<file path="src/rtl/fifo_rr_drain.sv">
// Round-robin drain of NUM_CH fifo read ports into one valid/ready sink.
// Each grant bursts up to BURST words, one word per ARB -> POP -> OUT pass.
module fifo_rr_drain #(
    parameter int NUM_CH     = 4,
    parameter int DATA_WIDTH = 8,
    parameter int BURST      = 4,
    parameter int CH_BITS    = 2
) (
    input  logic                         clk,
    input  logic                         clr,
    input  logic [NUM_CH*DATA_WIDTH-1:0] ch_dout,
    input  logic [NUM_CH-1:0]            ch_empty,
    output logic [NUM_CH-1:0]            ch_rd_en,
    input  logic [NUM_CH-1:0]            ch_enable,
    output logic [DATA_WIDTH-1:0]        out_data,
    output logic [CH_BITS-1:0]           out_chan,
    output logic                         out_valid,
    input  logic                         out_ready,
    output logic                         busy
);

    typedef enum logic [1:0] {ARB, POP, OUT} state_t;

    state_t                  state, state_nx;
    logic [CH_BITS-1:0]      grant, grant_nx, last_grant, last_nx;
    logic [CH_BITS-1:0]      base, pick;
    logic [7:0]              burst_cnt, burst_nx;
    logic [DATA_WIDTH-1:0]   data_nx, head;
    logic [CH_BITS-1:0]      chan_nx;
    logic                    valid_nx;
    logic [NUM_CH-1:0]       elig, grant_oh;
    logic                    found, cont;

    assign elig     = ch_enable & ~ch_empty;
    assign grant_oh = NUM_CH'(1) << grant;
    assign head     = DATA_WIDTH'(ch_dout >> (int'(grant) * DATA_WIDTH));
    assign busy     = (state != ARB);

    // A live burst searches after the current grant so it is checked last.
    assign base = (burst_cnt != 8'd0) ? grant : last_grant;
    assign cont = (burst_cnt != 8'd0) && (burst_cnt < 8'(BURST)) && |(elig & grant_oh);

    // First eligible channel strictly after base, wrapping back to base itself.
    always_comb begin
        found = 1'b0;
        pick  = '0;
        for (int c = 0; c < NUM_CH; c++) begin
            if (!found && elig[c] && (CH_BITS'(c) > base)) begin
                found = 1'b1;
                pick  = CH_BITS'(c);
            end
        end
        for (int c = 0; c < NUM_CH; c++) begin
            if (!found && elig[c] && (CH_BITS'(c) <= base)) begin
                found = 1'b1;
                pick  = CH_BITS'(c);
            end
        end
    end

    always_comb begin
        state_nx = state;
        grant_nx = grant;
        last_nx  = last_grant;
        burst_nx = burst_cnt;
        data_nx  = out_data;
        chan_nx  = out_chan;
        valid_nx = out_valid;
        ch_rd_en = '0;
        case (state)
            ARB: begin
                if (cont) begin
                    state_nx = POP;
                end else begin
                    burst_nx = 8'd0;
                    last_nx  = base;
                    if (found) begin
                        grant_nx = pick;
                        state_nx = POP;
                    end
                end
            end
            POP: begin
                ch_rd_en = grant_oh;
                data_nx  = head;
                chan_nx  = grant;
                valid_nx = 1'b1;
                burst_nx = burst_cnt + 8'd1;
                state_nx = OUT;
            end
            OUT: begin
                if (out_ready) begin
                    valid_nx = 1'b0;
                    state_nx = ARB;
                end
            end
            default: state_nx = ARB;
        endcase
    end

    always_ff @(posedge clk) begin
        if (clr) begin
            state      <= ARB;
            grant      <= '0;
            last_grant <= CH_BITS'(NUM_CH - 1);
            burst_cnt  <= 8'd0;
            out_data   <= '0;
            out_chan   <= '0;
            out_valid  <= 1'b0;
        end else begin
            state      <= state_nx;
            grant      <= grant_nx;
            last_grant <= last_nx;
            burst_cnt  <= burst_nx;
            out_data   <= data_nx;
            out_chan   <= chan_nx;
            out_valid  <= valid_nx;
        end
    end

endmodule

</file>
<file path="config.mk">
export PLATFORM = sky130hd
export DESIGN_NAME = fifo_rr_drain
export DESIGN_NICKNAME = d
export VERILOG_FILES = /design/src/rtl/fifo_rr_drain.sv
export SDC_FILE = /design/constraint.sdc
export NUM_CORES = 1
export LEC_CHECK = 0
export CORE_UTILIZATION = 43
export DETAILED_ROUTE_END_ITERATION = 8
export PLACE_DENSITY = 0.76
export SLEW_MARGIN = 20
export SYNTH_ARGS = -nofsm -noshare
export SYNTH_HDL_FRONTEND = slang
export SYNTH_SLANG_ARGS = --single-unit
</file>
<file path="constraint.sdc">
create_clock -name clk -period 3.03 [get_ports clk]
set_clock_uncertainty 0.1 [all_clocks]
set_input_delay 0.4545 -clock clk [delete_from_list [all_inputs] [get_ports clk]]
set_output_delay 0.4545 -clock clk [all_outputs]
set_load 0.05 [all_outputs]
</file>
==> results of run 1 <==
## path summary, 6_finish.rpt
check / from / endpoint / slack (ns) / depth (start not counted)
max reg2reg: burst_cnt[2] / grant[1] / 0.54 / 5
min: out_chan[0] / out_chan[0] / 0.37 / 2
min reg2reg: out_chan[0] / out_chan[0] / 0.37 / 2
max: state[1] / ch_rd_en[2] / 0.30 / 3
## state kept, by name, summed over array words and instances (netlist names)
name,flops
burst_cnt,8
out_chan,2
out_data,8
out_valid,1
last_grant,2
grant,2
state,2
## layout make-up
type	count	area share, %
multi-input cells	135	42.5
repair buffers	63	28.8
flip-flops and latches	25	23.5
well taps	44	2.59
inverters	7	1.23
clock buffers	3	1.06
clock inverters	1	0.353
## critical path, cell delays in order (launching register included)
cell and delay [ns]:
dfxtp_1 0.43, nand2b_1 0.33, nor3b_1 0.26, clkdlybuf4s50_1 0.83
## metal layers
metal / track usage (%) / vias up
li1: - / 747
met1: 25.4 / 686
met2: 39.1 / 55
met3: 4.90 / 4
met4: 5.52 / 0
met5: 0 / -
## cells in the final DEF, fill, tap and decap left out, types with 2 or more instances in the layout
cell and n:
a21oi_1 20, a311oi_1 3, and3_1 3, buf_4 7, clkbuf_4 3, clkdlybuf4s50_1 56
dfxtp_1 25, ha_1 2, inv_1 7, mux2i_1 4, mux4_2 9, nand2_1 29
nand2b_1 3, nand3_1 5, nor2_1 21, nor2b_1 6, nor3_1 3, nor4_1 2
o211ai_1 2, o21a_1 2, o21ai_0 6, or3_1 2
## through the flow
step,total power [mW],instances,cell area [µm²]
detailed placement,0.732,274,2100
floorplan,0.605,179,1480
finish,0.880,278,2130
global placement,0.723,274,2100
CTS,0.883,278,2130
global route,0.925,278,2130
## power groups by stage
stage	registers [mW]	clock network, mW	logic, mW
final	0.385	0.154	0.342
after CTS	0.384	0.158	0.342
after global placement	0.390	0	0.334
after floorplan	0.416	0	0.189
after detailed placement	0.391	0	0.340
after global routing	0.389	0.170	0.366
## kinds of logic (layout without fill, tap and decap cells)
kind of cell    count (synthesis)  after routing  synth area share, %
buf+inv                        19             74                 5.31
flops                          25             25                 33.7
fa+ha+maj                       2              2                 1.69
simple gates                   79             79                 25.1
mux                            15             15                 18.1
compound gates                 39             39                 16.0
==> flow_summary.json, run 1 <==
{
  "dp_hpwl_mm": 2.95,
  "dr_total_vias": 1492,
  "grt_max_degree": 18,
  "max_freq_mhz": 366,
  "starting_density_pct": 47.1,
  "drt_iter0_markers": 85,
  "hold_buffers": 0,
  "arrival_ns": 2.18,
  "nets": 280,
  "netlist_instances": 179,
  "worst_slew_pin_slew_ns": 0.638,
  "die_area_um2": 3690,
  "track_usage_pct": 21.5,
  "ctsHtreeMaxLevel": 1,
  "critical_path_peak_fanout": 10,
  "core.rowCount": 20,
  "area_of_combinational_cells_with_multiple_inputs_um2": 905,
  "detail_route.wl_per_cell_um": 13.5,
  "cts-resized-gates": 0,
  "synth_top_cells_by_area": "dfxtp_1 (34%), mux4_2 (14%), nand2_1 (7.3%)",
  "setup_violations": 0,
  "clockPowerShare_pct": 17.5,
  "vias_in_the_first_global_route": 1386,
  "cts_max_path_buffers": 2,
  "postSynthNetCount": 224,
  "layout-area-overhead-vs-synth_pct": 43.5,
  "timing.final.crit_period_ns": 2.73,
  "route.met3.wl_um": 174,
  "detail_route.vias_per_cell": 5.37,
  "clk_transition_reported_paths_ns": 0.15,
  "detailedRoute.firstPassIterationCount": 4,
  "fin_util_pct": 67.5,
  "placement.setup.worst_slack_ns": 0.565,
  "total_leakage_power_nw": 0.775,
  "rsz_0062_raised_after_global_routing": "false",
  "ff_latch_area_um2": 500,
  "yosys.area.top_type": "dfxtp_1",
  "seq_area_frac_synth_pct": 33.7,
  "clock_tree.root_cell": "clkbuf_4",
  "outcome": "finished, final reports clean",
  "topRoutingLayerUsed": "met4",
  "ys_types": 35,
  "grt_remaining_overflow": 0,
  "final_layout_size_suffix_gt1_share_pct": 10.7,
  "drt_wl_total_mm": 3.75,
  "synth.ff_latch_count": 25,
  "crit_type": "reg -> out",
  "dieWidth_um": 60.7,
  "synthTopCellsByCount": "nand2_1 (29), dfxtp_1 (25), nor2_1 (21), a21oi_1 (20), clkbuf_1 (10)",
  "ioPinCount": 59,
  "num_antenna_cells": 0,
  "main_flop_type_after_synthesis": "dfxtp_1",
  "setup.worst_path.end_class": "primary output",
  "timing.slew.headroom_pct": 57.3,
  "fillers": 277,
  "net_switching_power_mw": 0.309,
  "power.internal_mw": 0.571,
  "seqPwrFrac_pct": 43.7,
  "final-hold-violation-count": 0,
  "tritoncts_num_sinks": 25,
  "insertion_delay_ns": 0.32,
  "cts_made_buffers": 3,
  "grt_first_pass_wirelength_mm": 5.90,
  "yosysWarningCount": 0,
  "setup.worst_path.start_class": "flip-flop",
  "detail_route.drc_violations": 0,
  "tritoncts": "built",
  "timing.final.crit_share_pct": 90.2,
  "timing.hold.ws_ns": 0.367,
  "post_synth_edffs": 0,
  "core-area_um2": 3150,
  "worstPathRequired_ns": 2.48,
  "antenna_left": 0,
  "portBuffers": 58,
  "worst_voltage_drop_across_the_vdd_grid_mv": 0.355,
  "synth_top_cell_area_share_pct": 33.7,
  "holdCritPathClass": "reg -> reg",
  "grt_antenna_before_repair": 0,
  "count_leader_synth": "nand2_1",
  "pwr_dens_nw_per_um2": 413,
  "final_estimated_routing_congestion_in_global_placement": 0.917,
  "wl_met2_mm": 2.00,
  "totalNegativeSetupSlack_ns": 0,
  "syn-mean-instance-area_um2": 8.29,
  "postCtsSetupBuffers": 0,
  "ys_async_sr_fraction_pct": 0,
  "max_cap_viol_count": 0,
  "fp.dieH_um": 60.7,
  "netlist_area_um2": 1480,
  "drt-met1-wl_mm": 1.54,
  "combPwrFrac_pct": 38.8,
  "switching_power_share_of_the_total_pct": 35.1,
  "setup_slack_ns": 0.298,
  "drv_slew": 0
}
Note: power is estimated with default switching activity, not from simulation.
==> run 2, diff against run 1 <==
Settings changed: CORE_ASPECT_RATIO set to 2.
==> run 2 against run 1 <==
The flow now finishes with violations (DRC). Global-route usage up 1.3 points. Critical path depth is the same. Final area is 0.12% higher. Clock power up 36%. Worst hold slack got worse by 0.0063 ns. Sequential power barely moved. Sequential share of layout area about the same. First-iteration DRC count down 44%.
==> flow_summary.json, run 2 (synthesis results as in run 1) <==
{
  "outcome": "finished, violations left",
  "violations": "DRC",
  "crit-reg2reg-launch": "burst_cnt[2]",
  "timing.final.crit_period_ns": 2.64,
  "reg2regPathDepth": 5,
  "postCtsSetupBuffers": 0,
  "core-area_um2": 3230,
  "crit_start": "state[1]",
  "rrSetupSlack_ns": 0.56,
  "track_usage_pct": 22.8,
  "pwr_dens_nw_per_um2": 438,
  "portBuffers": 58,
  "antenna_left": 0,
  "stdcell_count": 265,
  "cp_top_family": "buffers and inverters",
  "ctsHtreeMaxLevel": 1,
  "core.rowCount": 29,
  "tritoncts_num_sinks": 25,
  "detail_route.vias_per_cell": 5.80,
  "placement.setup.worst_slack_ns": 0.594,
  "insertion_delay_ns": 0.28,
  "setup_violations": 0,
  "grt_max_degree": 20,
  "grt.met2_usage_pct": 42.2,
  "max_freq_mhz": 378,
  "worst_voltage_drop_across_the_vdd_grid_mv": 0.290,
  "critical_path.endpoint": "ch_rd_en[2]",
  "worst_slew_pin_slew_ns": 0.703,
  "drv_slew": 0,
  "drt_iter0_markers": 48,
  "grt_remaining_overflow": 0,
  "arrival_ns": 2.09,
  "fp.dieH_um": 85.1,
  "final_layout_size_suffix_gt1_share_pct": 10.7,
  "worstPathRequired_ns": 2.48,
  "die_area_um2": 3700,
  "hold_buffers": 0,
  "nets": 280,
  "clk_transition_reported_paths_ns": 0.10,
  "buffering_stage_count_on_the_worst_path_with_inverters_included": 1,
  "holdCritPathClass": "reg -> reg",
  "detail_route.drc_violations": 2,
  "crit_type": "reg -> out",
  "total_power_mw": 0.933,
  "total_leakage_power_nw": 0.783,
  "detail_route.wl_per_cell_um": 14.8,
  "tritoncts": "built",
  "detailedRoute.firstPassIterationCount": 6,
  "largestRegisters": "burst_cnt x8, out_data x8",
  "grt.met3_usage_pct": 4.04,
  "cts_made_buffers": 3,
  "dr_total_vias": 1536,
  "ioPinCount": 59,
  "timing.final.crit_share_pct": 87.2,
  "setup.worst_path.start_class": "flip-flop",
  "timing.critical_path.slowest_stage_cell": "clkdlybuf4s50_1",
  "clock_tree.root_cell": "clkbuf_8",
  "cts-resized-gates": 0,
  "layout_commonest_cell": "clkdlybuf4s50_1",
  "critical_path.cell_chain": "nand2b_1 > nor3b_1 > clkdlybuf4s50_1",
  "vias_in_the_first_global_route": 1594,
  "timing.slew.headroom_pct": 53.0,
  "grt_first_pass_wirelength_mm": 6.49,
  "final_estimated_routing_congestion_in_global_placement": 0.918,
  "dieWidth_um": 43.5,
  "numPlacedInstances": 261,
  "layout-area-overhead-vs-synth_pct": 43.7,
  "totalNegativeSetupSlack_ns": 0,
  "setup_slack_ns": 0.387,
  "gr-max-usage-layer": "met2",
  "num_antenna_cells": 0,
  "dp_hpwl_mm": 3.17,
  "grtUsageMet1_pct": 21.8,
  "critical_path.reg2reg.endpoint": "grant[1]",
  "setup.worst_path.end_class": "primary output",
  "critical_path.max_stage_delay_ns": 0.83,
  "max_cap_viol_count": 0,
  "critical_path_peak_fanout": 10,
  "grt_antenna_before_repair": 0,
  "cts_max_path_buffers": 2,
  "cp_num_cells": 3,
  "drt_wl_total_mm": 3.92,
  "rsz_0062_raised_after_global_routing": "false",
  "commonest_cells_after_routing_fill_and_taps_aside": "clkdlybuf4s50_1 (56), nand2_1 (29), dfxtp_1 (25)",
  "starting_density_pct": 46.0,
  "final-hold-violation-count": 0
}
run 2: cell counts in the layout (fill, tap and decap cells not counted):
Identical to the previous run, type by type.
run 2: worst min-delay path, delay by kind of cell, from the launching register on:
family | cells | cell delay (ns)
AO/OA/AOI/OAI | 1 | 0.05
flip-flops | 1 | 0.32
AND/OR/NAND/NOR | 1 | 0.05
run 2: cell type report:
type / count / area [µm²]
inverter: 7 / 26.3
timing repair buffer: 63 / 613
fill: 265 / 1100
clock inverter: 1 / 7.51
sequential: 25 / 500
clock buffer: 3 / 41.3
multi-input combinational: 135 / 905
tap: 31 / 38.8
run 2: power breakdown:
part / internal (mW) / switching, mW / total, mW
sequential: 0.352 / 0.0305 / 0.383
clock: 0.0934 / 0.116 / 0.209
combinational: 0.168 / 0.173 / 0.341
run 2: how the worst min path moves through the flow:
stage,from,end,slack [ns],cells past startpoint
after floorplan,burst_cnt[1],burst_cnt[1],0.37,2
after global placement,out_chan[0],out_chan[0],0.34,2
after detailed placement,out_data[1],out_data[1],0.35,2
after CTS,out_data[1],out_data[1],0.36,2
after global routing,out_data[1],out_data[1],0.38,2
final,out_data[1],out_data[1],0.36,2
run 2: stage by stage:
stage / area (µm²) / util, % / hold WS, ns
final: 2130 / 66.0 / 0.361
after global routing: 2130 / 66.0 / 0.378
after CTS: 2130 / 66.0 / 0.363
after detailed placement: 2080 / 64.5 / 0.349
after global placement: 2080 / 64.5 / 0.342
after floorplan: 1480 / - / 0.373
run 2: layer usage:
metal / vias up / part of all wire (%)
met4: 0 / 3.4
met5: - / 0
li1: 745 / -
met2: 58 / 58
met1: 719 / 35
met3: 14 / 3.4
